===== config.mk =====
export PLATFORM = sky130hd
export DESIGN_NAME = mem_slice
export DESIGN_NICKNAME = d
export VERILOG_FILES = /design/src/rtl/cpu_pkg.sv /design/src/rtl/mem_ctrl.sv /design/src/rtl/mem_slice.sv
export SDC_FILE = /design/constraint.sdc
export NUM_CORES = 1
export LEC_CHECK = 0
export CAP_MARGIN = 20
export CORE_MARGIN = 10
export CORE_UTILIZATION = 40
export CTS_CLUSTER_SIZE = 10
export DETAILED_ROUTE_END_ITERATION = 12
export PLACE_DENSITY_LB_ADDON = 0.2
export SLEW_MARGIN = 20
export SYNTH_ARGS = -nofsm -noshare
export SYNTH_HDL_FRONTEND = slang
export SYNTH_SLANG_ARGS = --single-unit

===== constraint.sdc =====
create_clock -name clk -period 4.49 [get_ports clk]
set_input_delay 0.6735 -clock clk [delete_from_list [all_inputs] [get_ports clk]]
set_output_delay 0.6735 -clock clk [all_outputs]
set_load 0.02 [all_outputs]

===== src/rtl/cpu_pkg.sv =====
// cpu_pkg: shared types and constants for the MEM pipeline stage.
package cpu_pkg;
    typedef enum logic {IDLE, REQ} mem_state_t;
    localparam int MEM_RD = 0;
    localparam int MEM_WR = 1;
    localparam int PC_TO_MEM = 2;
    localparam logic [1:0] WB_BUBBLE = 2'b00;
    localparam logic [2:0] M_BUBBLE = 3'b000;
endpackage


===== src/rtl/mem_ctrl.sv =====
// mem_ctrl: data-memory handshake FSM and pipeline stall generation.
module mem_ctrl import cpu_pkg::*; #(
    parameter int DW = 16,
    parameter int AW = 16
) (
    input  logic          clk,
    input  logic          rst,
    input  logic          start,
    input  logic          we,
    input  logic [AW-1:0] addr,
    input  logic [DW-1:0] wdata,
    input  logic          mem_ack,
    output logic          mem_req,
    output logic          mem_we,
    output logic [AW-1:0] mem_addr,
    output logic [DW-1:0] mem_wdata,
    output logic          stall
);
    mem_state_t state, state_next;
    always_ff @(posedge clk or posedge rst)
        if (rst) state <= IDLE;
        else state <= state_next;
    // start reflects the entry EX/MEM loads this edge; it only loads when not stalled
    always_comb begin
        state_next = (state == IDLE || mem_ack) ? (start ? REQ : IDLE) : REQ;
    end
    assign mem_req = (state == REQ);
    assign mem_we = mem_req && we;
    assign mem_addr = mem_req ? addr : '0;
    assign mem_wdata = mem_req ? wdata : '0;
    assign stall = mem_req && !mem_ack;
endmodule


===== src/rtl/mem_slice.sv =====
// mem_slice: MEM pipeline stage holding EX/MEM and MEM/WB registers around mem_ctrl.
module mem_slice import cpu_pkg::*; #(
    parameter int DW = 16,
    parameter int AW = 16
) (
    input  logic          clk,
    input  logic          rst,
    input  logic [1:0]    WB_in,
    input  logic [2:0]    M_in,
    input  logic [AW-1:0] addr,
    input  logic [DW-1:0] data,
    input  logic [DW-1:0] result,
    input  logic [2:0]    flags,
    input  logic [DW-1:0] PCcall,
    input  logic          flush,
    output logic          mem_req,
    output logic          mem_we,
    output logic [AW-1:0] mem_addr,
    output logic [DW-1:0] mem_wdata,
    input  logic [DW-1:0] mem_rdata,
    input  logic          mem_ack,
    output logic          stall,
    output logic [1:0]    WB_out,
    output logic [DW-1:0] wb_data,
    output logic [2:0]    flags_out
);
    logic [1:0]    ex_wb;
    logic [1:0]    ex_m;
    logic [AW-1:0] ex_addr;
    logic [DW-1:0] ex_wdata;
    logic [DW-1:0] ex_result;
    logic [2:0]    ex_flags;
    logic          start;
    // PCToMem only steers the store data at capture, so only RD/WR are kept
    assign start = !flush && (M_in[MEM_RD] || M_in[MEM_WR]);
    always_ff @(posedge clk or posedge rst)
        if (rst) begin
            ex_wb <= WB_BUBBLE;
            ex_m <= M_BUBBLE[MEM_WR:MEM_RD];
            ex_addr <= '0;
            ex_wdata <= '0;
            ex_result <= '0;
            ex_flags <= '0;
        end else if (!stall) begin
            ex_wb <= flush ? WB_BUBBLE : WB_in;
            ex_m <= flush ? M_BUBBLE[MEM_WR:MEM_RD] : M_in[MEM_WR:MEM_RD];
            ex_addr <= flush ? '0 : addr;
            ex_wdata <= flush ? '0 : (M_in[PC_TO_MEM] ? PCcall : data);
            ex_result <= flush ? '0 : result;
            ex_flags <= flush ? '0 : flags;
        end
    always_ff @(posedge clk or posedge rst)
        if (rst) begin
            WB_out <= WB_BUBBLE;
            wb_data <= '0;
            flags_out <= '0;
        end else if (stall) begin
            WB_out <= WB_BUBBLE;
            wb_data <= '0;
            flags_out <= '0;
        end else begin
            WB_out <= ex_wb;
            wb_data <= (mem_req && ex_m[MEM_RD] && !ex_m[MEM_WR]) ? mem_rdata : ex_result;
            flags_out <= ex_flags;
        end
    mem_ctrl #(.DW(DW), .AW(AW)) u_ctrl (
        .clk(clk),
        .rst(rst),
        .start(start),
        .we(ex_m[MEM_WR]),
        .addr(ex_addr),
        .wdata(ex_wdata),
        .mem_ack(mem_ack),
        .mem_req(mem_req),
        .mem_we(mem_we),
        .mem_addr(mem_addr),
        .mem_wdata(mem_wdata),
        .stall(stall)
    );
endmodule


==> out/metrics.cfg <==
[grt]
track_usage = 0.1510
grt_max_degree = 57
antenna_found_initial = 1
grt_pass1_vias = 3044
grt_pass1_wl_um = 15610
grt_overflow = 0

[logic_synthesis]
postSynthAreaPerCell_um2 = 10.18
synth_compound_area_frac = 0.07087
synth_fp_nets = 437
synth-edff-count = 0
synth_ff_type = dfrtp_1
seq_area_frac_synth = 0.5484
synth.cell_area_um2 = 3513
synth_xor_area_frac = 0
synth_top_family_by_area = simple AND/OR/NAND/NOR gates
synth_top_cell_area_share = 0.5484
yosys.area_share.simple = 0.2860
synthCells = 345
ys_ff_latch = 77
yosysUniqueCellTypes = 23
yosys_warnings = 0
synth.area.mux_share = 0.04558
synth_fa_ha_area_frac = 0
async_flop_share = 1.000
synth_area_leaders = dfrtp_1, nand2_1, nand3b_1, and2_1, mux2i_1
synth_top_area_cell = dfrtp_1

[detailed_routing]
via_count = 2877
final_antenna_net_count = 0
totalWireLength_um = 9795
wl_met1_um = 4062
avgRoutedWirePerCell_um = 16.43
first_pass_iters = 4
top_signal_layer_used = met4
remaining_drc_errors = 0
wl_met2_um = 4698
viasPerCell = 4.827
drt_iter0_markers = 88
route.met3.wl_um = 928

[floorplanning]
rows = 34
initial_core_util = 0.4068
die_area_um2 = 12930
fp.dieH_um = 113.7
num_io_pins = 148
die_x_um = 113.7
core_um2 = 8636

[placed_design]
dp_hpwl_um = 6906
gp_congestion = 0.7129
portBuffers = 147

[clock_network]
cts_tree = built
holdBufCountCts = 0
h-tree-depth = 3
clockBufferDepth = 2
insertion_delay_ns = 0.34
clk_pin_slew_ns = 0.08
cts_root_buf = clkbuf_8
cts_inserted_buffers = 9
cts_setup_buffers = 0
cts_resized = 0
cts.sinks = 77

[power]
p_leak_nw = 2.404
p_per_area_nw_per_um2 = 317.3
worst_ir_drop_vdd_mv = 0.1582

[sta]
final.period_utilization = 0.7443
finalHoldViolCount = 0
rsz0062_at_grt = no
fin_crit_ns = 3.342
maxSlewViolCount = 0
tightestPinTransition_ns = 0.8944
worst_clock_skew_ns = 0.01042
max_freq_mhz = 299.2
setup_viol = 0
fin_setup_tns_ns = 0
max_slew_margin = 0.4018

[critical_path]
worst_path_dominant_cell_family = buffers and inverters
critPathMostFrequentCell = clkdlybuf4s50_1
max_stage_delay_ns = 0.72
crit_chain = clkdlybuf4s50_1 > buf_4 > nand2b_2 > inv_4 > clkdlybuf4s50_1
crit_start = mem_ack
crit_path_top_delay_cell = clkdlybuf4s50_1
startpoint_type = input port
path_buf_inv = 4
reg2reg_from = u_ctrl.mem_req
path_max_fanout = 56
cp-end-kind = primary output
cp.required_ns = 3.82
cp.arrival_ns = 2.67
path_class = in -> out

[cells_and_area]
post-route-util = 0.5995
fin_nets = 575
syn_to_final_growth_pct = 47.36
final_cell_mix = clkdlybuf4s50_1, nand2_1, dfrtp_1
drive_gt1_frac = 0.05133
nFillCells = 794
mostFrequentLayoutCell = clkdlybuf4s50_1

[worst_hold_path]
hold_path.class = reg -> reg
min_from = ex_addr[5]

[job]
cap_violations = 0

[outcome]
status = finished, final reports clean

per-stage QoR:
| step | area (um2) | power (mW) | setup slack (ns) | cells | hold slack, ns |
|---|---|---|---|---|---|
| floorplan | 3513 | 0.9915 | 1.850 | 345 | 0.4299 |
| global placement | 5002 | 1.184 | 1.165 | 580 | 0.4408 |
| detailed placement | 5002 | 1.191 | 1.147 | 580 | 0.4476 |
| CTS | 5175 | 1.667 | 1.144 | 595 | 0.4665 |
| global route | 5175 | 1.732 | 1.051 | 595 | 0.4818 |
| finish | 5177 | 1.643 | 1.148 | 596 | 0.4612 |
report_power, final:
| group | internal (mW) | switching [mW] | leakage, nW | total, mW |
|---|---|---|---|---|
| registers | 0.756 | 0.0282 | 0.998 | 0.785 |
| clock network | 0.215 | 0.257 | 0.0889 | 0.472 |
| logic | 0.203 | 0.183 | 1.32 | 0.387 |
| total | 1.17 | 0.468 | 2.40 | 1.64 |
cell usage after synthesis (all sizes together) (3+ instances only):
library cell and instances:
nand2b 3, a221o 13, buf 14, and3 13, and2 38, o21ai 17
a22o 3, inv 3, nand2 95, nand3b 39, clkbuf 11, dfrtp 77
mux2i 16
cells by family (layout without fill, tap and decap cells):
group | count (synthesis) | count (layout)
AO/OA/AOI/OAI | 34 | 34
AND/OR/NAND/NOR | 190 | 190
flip-flops | 77 | 77
other | 0 | 1
multiplexers | 16 | 16
buffers and inverters | 28 | 170
tightest hold or removal path, stage by stage (launching register included):
cell	delay (ns)
dfrtp_1	0.34
nand2_1	0.05
nand2_1	0.04
final cells by class:
cell class              count  area, um2  area share
flip-flops and latches     77       1927      0.3722
repair buffers            152       1509      0.2914
multi-input cells         240       1416      0.2736
clock buffers              10      137.6     0.02658
well taps                 108      135.1     0.02610
clock inverters             5      35.03    0.006767
inverters                   3      15.01    0.002900
diodes                      1      2.502   0.0004833
routing by layer:
layer / global-route usage / up-vias
li1: - / 1428
met1: 0.1745 / 1343
met2: 0.2444 / 98
met3: 0.06982 / 8
met4: 0.04569 / 0
met5: 0 / -
flip-flops by register name, indices dropped and copies added (netlist names):
register and cells:
ex_flags 3, ex_wdata 16, WB_out 2, ex_m 2, ex_addr 16, u_ctrl.mem_req 1, ex_wb 2, ex_result 16
flags_out 3, wb_data 16
path summary, 6_finish.rpt:
| path | end | slack, ns | cells past startpoint |
|---|---|---|---|
| hold reg to reg | ex_addr[5] | 0.46 | 2 |
| hold / removal | ex_addr[5] | 0.46 | 2 |
| setup reg to reg | ex_wdata[3] | 2.78 | 4 |
| min in group asynchronous | wb_data[11] | 0.80 | 2 |
| setup / recovery | stall | 1.15 | 5 |
| max in group asynchronous | ex_addr[2] | 2.80 | 3 |
Note: power is estimated with default switching activity, not from simulation.
